--- src/rtl/npu_result_reader.sv ---
// npu_result_reader: pops N signed class scores from the NPU output FIFO,
// tracks the running argmax and reports it with a DONE pulse.
module npu_result_reader #(
   parameter int N_CLASSES   = 10,
   parameter int DW          = 8,
   parameter int IDX_W       = 4,
   parameter int TIMEOUT_CYC = 1024
) (
   input  logic             CLKEXT,
   input  logic             RST_GLO_N,
   input  logic             START,
   input  logic             EMPTY,
   input  logic [DW-1:0]    D_OUT,
   output logic             RD_EN,
   output logic             BUSY,
   output logic             DONE,
   output logic [IDX_W-1:0] CLASS_OUT,
   output logic [DW-1:0]    MAX_SCORE,
   output logic             ERR_TIMEOUT
);
   localparam int TW = $clog2(TIMEOUT_CYC + 1);
   localparam logic [IDX_W-1:0] N_L     = IDX_W'(N_CLASSES);
   localparam logic [TW-1:0]    TO_L    = TW'(TIMEOUT_CYC - 1);
   localparam logic [IDX_W-1:0] ERR_IDX = '1;

   typedef enum logic [1:0] {
      S_IDLE,
      S_READ,
      S_DRAIN,
      S_FINISH
   } state_t;

   state_t           state_q, state_d;
   logic [IDX_W-1:0] rd_cnt_q, rd_cnt_d;
   logic [IDX_W-1:0] cap_cnt_q, cap_cnt_d;
   logic             cap_pend_q, cap_pend_d;
   logic [TW-1:0]    tmo_q, tmo_d;
   logic [DW-1:0]    best_score_q, best_score_d;
   logic [IDX_W-1:0] best_idx_q, best_idx_d;
   logic             busy_q, busy_d;
   logic             done_q, done_d;
   logic [IDX_W-1:0] class_q, class_d;
   logic [DW-1:0]    max_q, max_d;
   logic             err_q, err_d;
   logic             abort;

   // Pop only while reading, data present and the job still owes pops.
   assign RD_EN = (state_q == S_READ) && !EMPTY && (rd_cnt_q < N_L);

   assign BUSY        = busy_q;
   assign DONE        = done_q;
   assign CLASS_OUT   = class_q;
   assign MAX_SCORE   = max_q;
   assign ERR_TIMEOUT = err_q;

   // Next-state: pop/capture bookkeeping, argmax update and watchdog.
   always_comb begin
      state_d      = state_q;
      rd_cnt_d     = rd_cnt_q;
      cap_cnt_d    = cap_cnt_q;
      cap_pend_d   = cap_pend_q;
      tmo_d        = tmo_q;
      best_score_d = best_score_q;
      best_idx_d   = best_idx_q;
      busy_d       = busy_q;
      done_d       = 1'b0;
      class_d      = class_q;
      max_d        = max_q;
      err_d        = err_q;
      abort        = 1'b0;
      case (state_q)
         S_IDLE: begin
            if (START) begin
               state_d    = S_READ;
               rd_cnt_d   = '0;
               cap_cnt_d  = '0;
               cap_pend_d = 1'b0;
               tmo_d      = '0;
               err_d      = 1'b0;
               busy_d     = 1'b1;
            end
         end
         S_READ, S_DRAIN: begin
            cap_pend_d = RD_EN;
            if (RD_EN) begin
               rd_cnt_d = rd_cnt_q + 1'b1;
               tmo_d    = '0;
            end else if (state_q == S_READ && EMPTY) begin
               if (tmo_q == TO_L) abort = 1'b1;
               else tmo_d = tmo_q + 1'b1;
            end
            // Data from last cycle's pop is on D_OUT now; slot = cap_cnt.
            if (cap_pend_q) begin
               if (cap_cnt_q == '0 ||
                   $signed(D_OUT) > $signed(best_score_q)) begin
                  best_score_d = D_OUT;
                  best_idx_d   = cap_cnt_q;
               end
               cap_cnt_d = cap_cnt_q + 1'b1;
            end
            if (abort) begin
               state_d    = S_FINISH;
               cap_pend_d = 1'b0;
               busy_d     = 1'b0;
               done_d     = 1'b1;
               err_d      = 1'b1;
               class_d    = ERR_IDX;
               max_d      = '0;
            end else if (state_q == S_READ && rd_cnt_d == N_L) begin
               state_d = S_DRAIN;
            end else if (state_q == S_DRAIN && cap_cnt_d == N_L) begin
               state_d = S_FINISH;
               busy_d  = 1'b0;
               done_d  = 1'b1;
               class_d = best_idx_d;
               max_d   = best_score_d;
            end
         end
         S_FINISH: state_d = S_IDLE;
         default:  state_d = S_IDLE;
      endcase
   end

   // State and registered outputs; reset drops everything at once.
   always_ff @(posedge CLKEXT or negedge RST_GLO_N) begin
      if (!RST_GLO_N) begin
         state_q      <= S_IDLE;
         rd_cnt_q     <= '0;
         cap_cnt_q    <= '0;
         cap_pend_q   <= 1'b0;
         tmo_q        <= '0;
         best_score_q <= '0;
         best_idx_q   <= '0;
         busy_q       <= 1'b0;
         done_q       <= 1'b0;
         class_q      <= '0;
         max_q        <= '0;
         err_q        <= 1'b0;
      end else begin
         state_q      <= state_d;
         rd_cnt_q     <= rd_cnt_d;
         cap_cnt_q    <= cap_cnt_d;
         cap_pend_q   <= cap_pend_d;
         tmo_q        <= tmo_d;
         best_score_q <= best_score_d;
         best_idx_q   <= best_idx_d;
         busy_q       <= busy_d;
         done_q       <= done_d;
         class_q      <= class_d;
         max_q        <= max_d;
         err_q        <= err_d;
      end
   end

endmodule

--- config.mk ---
export PLATFORM = sky130hd
export DESIGN_NAME = npu_result_reader
export DESIGN_NICKNAME = d
export VERILOG_FILES = /design/src/rtl/npu_result_reader.sv
export SDC_FILE = /design/constraint.sdc
export NUM_CORES = 1
export LEC_CHECK = 0
export CORE_AREA = 2 2 96 98
export CTS_CLUSTER_DIAMETER = 50
export CTS_CLUSTER_SIZE = 14
export DETAILED_ROUTE_END_ITERATION = 7
export DIE_AREA = 0 0 98 100
export PLACE_DENSITY = 0.53
export SLEW_MARGIN = 20
export SYNTH_ARGS = -nofsm -noshare
export SYNTH_HDL_FRONTEND = slang
export SYNTH_SLANG_ARGS = --single-unit
--- constraint.sdc ---
create_clock -name CLKEXT -period 3.96 [get_ports CLKEXT]
set_input_delay 0.594 -clock CLKEXT [delete_from_list [all_inputs] [get_ports CLKEXT]]
set_output_delay 0.594 -clock CLKEXT [all_outputs]
set_load 0.01 [all_outputs]
# After elaboration in Yosys (flattened, before gate mapping)

Cells that the tools add are included.

Register bits after elaboration: 49
Input bits: 12
Output and inout bits: 16
Word-level logic and storage cells: 94

Add/sub/neg operators: 3
Magnitude comparators: 2
Equal/unequal tests: 14
Multiplexer cells: 45
Reductions and logical operators: 18

Operator list:

| kind                                                                    | count |
|---|---|
| 11-bit 2-to-1 mux                                                       | 4 |
| 4-bit 2-to-1 mux                                                        | 10 |
| 8-bit 2-to-1 mux                                                        | 5 |
| 11-bit one-hot mux with 2 select lines                                  | 1 |
| 4-bit one-hot mux with 2 select lines                                   | 2 |
| 1-bit 2-to-1 mux                                                        | 15 |
| 3-bit != test, second input constant                                    | 4 |
| 11-bit by 1-bit adder with 11-bit output, second input constant         | 1 |
| 11-bit by 10-bit equality test with 1-bit output, second input constant | 1 |
| 4-bit by 1-bit adder with 4-bit output, second input constant           | 2 |
| 4-bit equality test, second input constant                              | 2 |
| 8-bit greater-than comparator                                           | 1 |
| 2-bit 2-to-1 mux                                                        | 4 |
| 4-bit AND reduction                                                     | 2 |
| 2-bit != test, second input constant                                    | 3 |
| 1-bit one-hot mux with 2 select lines                                   | 3 |
| 2-bit one-hot mux with 3 select lines                                   | 1 |
| 3-bit AND reduction                                                     | 2 |
| 1-bit logical AND                                                       | 5 |
| 2-bit equality test, second input constant                              | 2 |
| 4-bit zero test                                                         | 1 |
| 4-bit less-than comparator, second input constant                       | 1 |
| 4-bit != test, second input constant                                    | 1 |
| 2-bit AND reduction                                                     | 2 |
| other kinds (6)                                                         | 7 |

# Logic depth before layout (Yosys ltp)

Gate-level depths: netlist (run 1).

Depth in word-level cells: 10
Mapped depth: 10
Depth with buffers taken out: 8

# Least setup slack after synthesis (run 1)

OpenSTA, ideal clock, no wires.

Kind: input to register
Start: input D_OUT[7]
End: register best_idx_q[2]
Setup time: 0.125 ns
Arrival time: 2.189 ns
Path slack: 1.646 ns
Stages on the path: 8
Path buffers: 1
Cell sequence: ha_1 > nand4_1 > o32a_1 > a21oi_2 > nor2_2 > and2_4 > buf_8 > mux2_4

Word-level cells in the longest chain between the ends: 4

Ends and longest elaborated chain:

| what                          | line | RTL |
|---|---|---|
| start, declared               | 13   | `input logic [DW-1:0] D_OUT,` |
| 8-bit greater-than comparator | 95   | `$signed(D_OUT) > $signed(best_score_q)) begin` |
| 1-bit logical OR              | 94   | `if (cap_cnt_q == '0 \|\|` |
| 4-bit 2-to-1 mux              | 94   |  |
| 4-bit 2-to-1 mux              | 93   | `if (cap_pend_q) begin` |
| end signal, assigned          | 146  | `best_idx_q <= best_idx_d;` |
| end, declared                 | 39   | `logic [IDX_W-1:0] best_idx_q, best_idx_d;` |

Every way passes these cells.
A chain may end at the register's enable or synchronous reset.

# Worst setup path after layout (run 1)

Start: input EMPTY
End: output RD_EN

Word-level cells in the longest chain between the ends: 3

Ends and longest elaborated chain:

| what                            | line | RTL |
|---|---|---|
| start, declared                 | 12   | `input logic EMPTY,` |
| 1-bit zero test                 | 48   | `assign RD_EN = (state_q == S_READ) && !EMPTY && (rd_cnt_q < N_L);` |
| 1-bit logical AND (2 in series) | 48   |  |
| end, declared                   | 14   | `output logic RD_EN,` |

Every way passes these cells.

==> results.py, run 1 <==
metrics = {
    "run_status": {
        "status": "completed",
    },
    "logic_synthesis": {
        "synthMuxAreaShare_pct": 10.0,
        "synth.top_cell.area_share_pct": 41.4,
        "synthTopCellsByArea": "dfrtp_1, ha_1, mux2_4",
        "ys.flop_type": "dfrtp_1",
        "yosys-top-cells-count": "dfrtp_1, nor2_1, inv_1",
        "synth_adder_area_share_pct": 6.75,
        "synth_top_family_by_area": "compound AO/OA/AOI/OAI gates",
        "avgSynthCellArea_um2": 10.5,
        "synthSimpleGateAreaFrac_pct": 14.1,
        "synth_area_um2": 2960,
        "ys_ff_latch": 49,
        "synthArstFlopShare_pct": 100,
        "yosysWarnings": 0,
        "synthesis.nets": 310,
        "synthXorXnorAreaFrac_pct": 2.95,
        "netlist_instances": 282,
        "yosysMostFrequentCell": "dfrtp_1",
        "synth-edff-count": 0,
        "synth.yosys.seq_area_share_pct": 41.4,
        "synth_compound_area_share_pct": 18.3,
        "ys_types": 61,
        "synth_top_cell_by_area": "dfrtp_1",
    },
    "drt": {
        "drt_iter0_drc": 91,
        "firstDrtPassIters": 4,
        "drc": 0,
        "vias_per_cell": 5.02,
        "drt_wl_total_mm": 6.12,
        "num_vias": 2102,
        "ant_nets": 0,
        "drt-wirelength-per-cell_um": 14.6,
    },
    "cts": {
        "post_cts_resized": 0,
        "postCtsHoldBufs": 0,
        "cts_tree": "done",
        "cts_buffers": 5,
        "htree_levels": 2,
        "cts_sinks": 49,
        "clock_latency_ns": 0.32,
        "post-cts-setup-buffer-count": 0,
        "clk_pin_slew_ns": 0.11,
        "root_buffer": "clkbuf_8",
        "cts_max_path_buffers": 2,
    },
    "timing": {
        "fin_tns_setup_ns": 0,
        "slew_headroom_pct": 42.8,
        "skew_ns": 0.0146,
        "slew_viol_final": 0,
        "fin_crit_sh_pct": 72.2,
        "setup_ws_ns": 1.10,
        "setup_viol": 0,
        "timing.fmax_mhz": 350,
        "fin_crit_ns": 2.86,
        "grt_setup_unrepaired": "no",
        "worst_pin_slew_ns": 0.853,
        "final_hold_viol_count": 0,
    },
    "floorplanning": {
        "die-area_um2": 9800,
        "start_util_pct": 33.3,
        "core-area_um2": 8890,
        "ios": 28,
        "num_rows": 35,
        "die_width_um": 98,
        "die_h_um": 100,
    },
    "power": {
        "seq_power_share_pct": 39.0,
        "p_leak_nw": 1.54,
        "p_per_area_nw_per_um2": 551,
        "clkPwrFrac_pct": 17.0,
        "peakVddDrop_uv": 295,
        "p_sw_uw": 749,
        "combPwrFrac_pct": 44.0,
        "p_int_mw": 1.12,
        "netSwitchingFraction_pct": 40.0,
    },
    "critical_path": {
        "cp-start-kind": "input pin",
        "end_kind": "primary output",
        "crit_required_ns": 3.37,
        "timing.critical_path.fanout_max": 8,
        "rrSetupSlack_ns": 1.53,
        "arrival_ns": 2.27,
        "crit_type": "in -> out",
    },
    "placement": {
        "io_buffers": 27,
        "dp_hpwl_mm": 4.24,
        "pre_cts_slack_ns": 0.990,
        "place_congestion": 0.802,
    },
    "flow_run": {
        "cap_violations": 0,
    },
    "grt": {
        "grt_usage_pct": 13.0,
        "antenna_found_initial": 0,
        "grt_max_degree": 34,
        "grt-ovfl-total": 0,
        "grt_pass1_vias": 2068,
        "grt_pass1_wl_mm": 10.3,
    },
    "final_layout": {
        "n_antenna_cell": 0,
        "num-nets-final": 335,
        "fillers": 892,
        "seq_area_um2": 1230,
        "multi_input_area_um2": 1540,
        "syn2layout_area_growth_pct": 14.7,
        "drive_gt1_share_pct": 14.6,
    },
    "hold_path": {
        "hold_class": "in -> async",
    },
}
==> power by group through the flow <==
stage	combinational, mW	clock (mW)	sequential, mW
detailed placement	0.830	0	0.737
global placement	0.822	0	0.736
global route	0.931	0.348	0.754
floorplan	0.721	0	0.677
CTS	0.837	0.331	0.729
finish	0.823	0.319	0.731
==> worst max-delay path, cell delays in order <==
cell and delay (ns):
clkdlybuf4s50_1 0.52, and2b_1 0.33, nand2_1 0.19, inv_1 0.10, clkdlybuf4s50_1 0.54
==> logic make-up after synthesis <==
family | count (synthesis)
AND/OR/NAND/NOR | 80
flip-flops | 49
buffers and inverters | 39
adder cells (fa/ha/maj) | 16
AO/OA/AOI/OAI | 64
XOR/XNOR | 10
multiplexers | 24
==> cell usage in the layout, fill, tap and decap left out, types with 3 or more instances in the layout <==
master            n
ha_1             16
nand3_1           7
a22o_1            7
o2111ai_1         3
nand2b_1          5
a2bb2oi_2         4
xor2_1            9
mux2_1            5
dfrtp_1          49
o2bb2ai_2         5
nand2_1          20
o21ai_0           7
o21ai_1           5
clkbuf_8          5
clkdlybuf4s50_1  26
mux2_4           10
buf_4             5
nand4_1           7
a21oi_1           9
inv_1            23
mux2i_1           8
nor2_1           24
o2bb2ai_1         3
==> routing by layer <==
metal / share of wire (%) / GRT usage (%) / vias to the layer above
li1: - / - / 1048
met1: 49 / 18.2 / 1006
met2: 45 / 20.8 / 41
met3: 4.1 / 2.58 / 7
met4: 0.98 / 3.21 / 0
met5: 0 / 0 / -
==> state kept, by name, summed over array words and instances (netlist names) <==
signal	cells
best_idx_q	4
DONE	1
state_q	2
cap_pend_q	1
tmo_q	11
cap_cnt_q	4
CLASS_OUT	4
rd_cnt_q	4
MAX_SCORE	8
BUSY	1
best_score_q	8
ERR_TIMEOUT	1
==> worst paths after layout <==
check                                 to  cells after the start          start
min reg2reg                best_idx_q[1]                      1  best_idx_q[1]
min                         CLASS_OUT[2]                      1      RST_GLO_N
min in group CLKEXT        best_idx_q[1]                      1  best_idx_q[1]
max reg2reg                best_idx_q[0]                      8   cap_cnt_q[0]
max                                RD_EN                      5          EMPTY
max in group asynchronous      tmo_q[10]                      2      RST_GLO_N
==> per-stage QoR <==
stage | cell area, um^2 | total power [mW] | hold slack, ns | util, % | std cells
finish | 3400 | 1.87 | 0.361 | 38.2 | 419
CTS | 3400 | 1.90 | 0.380 | 38.2 | 419
detailed placement | 3310 | 1.57 | 0.473 | 37.2 | 411
floorplan | 2960 | 1.40 | 0.298 | - | 282
global route | 3400 | 2.03 | 0.423 | 38.2 | 419
global placement | 3310 | 1.56 | 0.473 | 37.2 | 411
==> final cells by class <==
type,instances,share of cell area (%)
tap,111,4.09
inverter,25,2.76
timing repair buffer,32,8.91
multi-input combinational,194,45.4
clock buffer,5,2.02
clock inverter,3,0.736
sequential,49,36.1
Power figures use the tool's default switching activity.
==> run 2: changes to the inputs <==
--- a/config.mk
+++ b/config.mk
@@ -10,7 +10,7 @@
 export CTS_CLUSTER_SIZE = 14
 export DETAILED_ROUTE_END_ITERATION = 7
 export DIE_AREA = 0 0 98 100
-export PLACE_DENSITY = 0.53
+export PLACE_DENSITY = 0.55
 export SLEW_MARGIN = 20
 export SYNTH_ARGS = -nofsm -noshare
 export SYNTH_HDL_FRONTEND = slang
==> constraint.sdc (replaced) <==
create_clock -name CLKEXT -period 2.42 [get_ports CLKEXT]
set_input_delay 0.363 -clock CLKEXT [delete_from_list [all_inputs] [get_ports CLKEXT]]
set_output_delay 0.363 -clock CLKEXT [all_outputs]
set_load 0.01 [all_outputs]
==> results.py, run 2 (synthesis gave the netlist of run 1 again) <==
metrics = {
    "power": {
        "p_total_mw": 3.33,
        "peakVddDrop_uv": 442,
        "p_leak_nw": 1.66,
        "p_per_area_nw_per_um2": 919,
    },
    "drt": {
        "drt_iter0_drc": 43,
        "drt-wirelength-per-cell_um": 13.8,
        "ant_nets": 0,
        "firstDrtPassIters": 4,
        "num_vias": 2143,
        "drc": 0,
        "vias_per_cell": 4.88,
        "drt_wl_total_mm": 6.06,
    },
    "floorplanning": {
        "die_width_um": 98,
        "die-area_um2": 9800,
        "num_rows": 35,
        "die_h_um": 100,
        "start_util_pct": 33.3,
        "ios": 28,
        "core-area_um2": 8890,
    },
    "final_layout": {
        "most-common-layout-cells": "dfrtp_1, clkdlybuf4s50_1, nor2_1, inv_1, buf_4",
        "multi_input_area_um2": 1560,
        "largest_reg_flops": 11,
        "layout_commonest_cell": "dfrtp_1",
        "largest-register": "tmo_q",
        "fillers": 858,
        "seq_area_um2": 1230,
        "syn2layout_area_growth_pct": 22.2,
        "num-nets-final": 355,
        "n_antenna_cell": 0,
        "drive_gt1_share_pct": 20.1,
    },
    "cts": {
        "cts_tree": "done",
        "cts_sinks": 49,
        "clk_pin_slew_ns": 0.09,
        "root_buffer": "clkbuf_8",
        "htree_levels": 2,
        "clock_latency_ns": 0.30,
        "cts_max_path_buffers": 2,
        "post-cts-setup-buffer-count": 0,
        "cts_buffers": 5,
    },
    "placement": {
        "dp_hpwl_mm": 4.33,
        "place_congestion": 0.783,
        "io_buffers": 27,
    },
    "run_status": {
        "status": "completed",
    },
    "timing": {
        "final_hold_viol_count": 0,
        "timing.fmax_mhz": 437,
        "worst_pin_slew_ns": 0.603,
        "fin_crit_sh_pct": 94.6,
        "setup_viol": 0,
        "fin_crit_ns": 2.29,
        "skew_ns": 0.00893,
        "grt_setup_unrepaired": "no",
        "whs_ns": 0.391,
        "slew_headroom_pct": 59.8,
        "slew_viol_final": 0,
    },
    "grt": {
        "grt_max_degree": 47,
        "grt_usage_pct": 13.5,
        "grt-ovfl-total": 0,
        "grt_pass1_wl_mm": 10.9,
        "antenna_found_initial": 0,
        "grt_pass1_vias": 2253,
    },
    "critical_path": {
        "crit_slowest_cell": "clkdlybuf4s50_1",
        "path_cells": "clkdlybuf4s50_1 > ha_1 > nand4_1 > o32a_1 > a21oi_2 > nor2_2 > buf_4 > mux2_1 > a2bb2oi_2",
        "timing.critical_path.fanout_max": 3,
        "slowest_delay_ns": 0.44,
        "crit_type": "in -> reg",
        "end_kind": "register",
        "arrival_ns": 2.48,
        "crit_required_ns": 2.61,
        "cp-start-kind": "input pin",
    },
    "hold_path": {
        "hold_class": "in -> async",
    },
    "flow_run": {
        "cap_violations": 0,
    },
}
[run 2: timing repair]
action / 4_1_cts / 5_1_grt
gates resized for setup: 0 / 3
endpoints found under the setup margin: 0 / 1
hold endpoints to repair: 3 / 0
hold buffers: 1 / 0
[run 2: worst paths after layout]
check,startpoint,endpoint,slack (ns),depth (start not counted)
worst max-delay path,D_OUT[5],CLASS_OUT[1],0.13,9
worst min-delay path,RST_GLO_N,MAX_SCORE[6],0.39,2
worst max register to register,best_score_q[4],CLASS_OUT[1],0.22,9
worst min register to register,best_idx_q[0],best_idx_q[0],0.50,1
max in group asynchronous,RST_GLO_N,cap_pend_q,1.25,3
min in group CLKEXT,best_idx_q[0],best_idx_q[0],0.50,1
[run 2: layout make-up]
class                   count  share of cell area, %
clock inverters             3                   1.90
multi-input cells         194                   43.0
repair buffers             52                   12.9
clock buffers               5                   1.90
well taps                 111                   3.83
flip-flops and latches     49                   33.9
inverters                  25                   2.59
[run 2: per-stage QoR]
step	utilization (%)	TNS, ns	setup slack, ns	cells	instance area, um^2
after floorplan	-	0	0.289	282	2960
after global routing	40.7	0	0.0180	439	3620
after global placement	38.9	-2.29	-0.167	430	3460
after detailed placement	38.9	-2.52	-0.175	430	3460
after CTS	40.6	0	0.0110	439	3610
final	40.7	0	0.132	439	3620
[run 2: critical path, delay by kind of cell]
family                   cells  cell delay, ns
multiplexers                 1            0.32
buffers and inverters        2            0.59
AO/OA/AOI/OAI                3            0.67
AND/OR/NAND/NOR              2            0.22
adder cells (fa/ha/maj)      1            0.31
[run 2: report_power, final]
group          switching [mW]  internal [mW]
Clock                   0.278          0.416
Combinational           0.724          0.725
Sequential              0.198          0.987
[run 2: metal layers]
layer  GRT usage, %  vias to the layer above  part of all wire [%]  routed length [um]
met5              0                        -                     0                   0
met4           2.56                        0                  0.36                  22
met3           2.30                        2                   3.4                 208
met2           22.7                       29                    46                2800
met1           18.5                     1030                    50                3030
li1               -                     1082                     -                   -
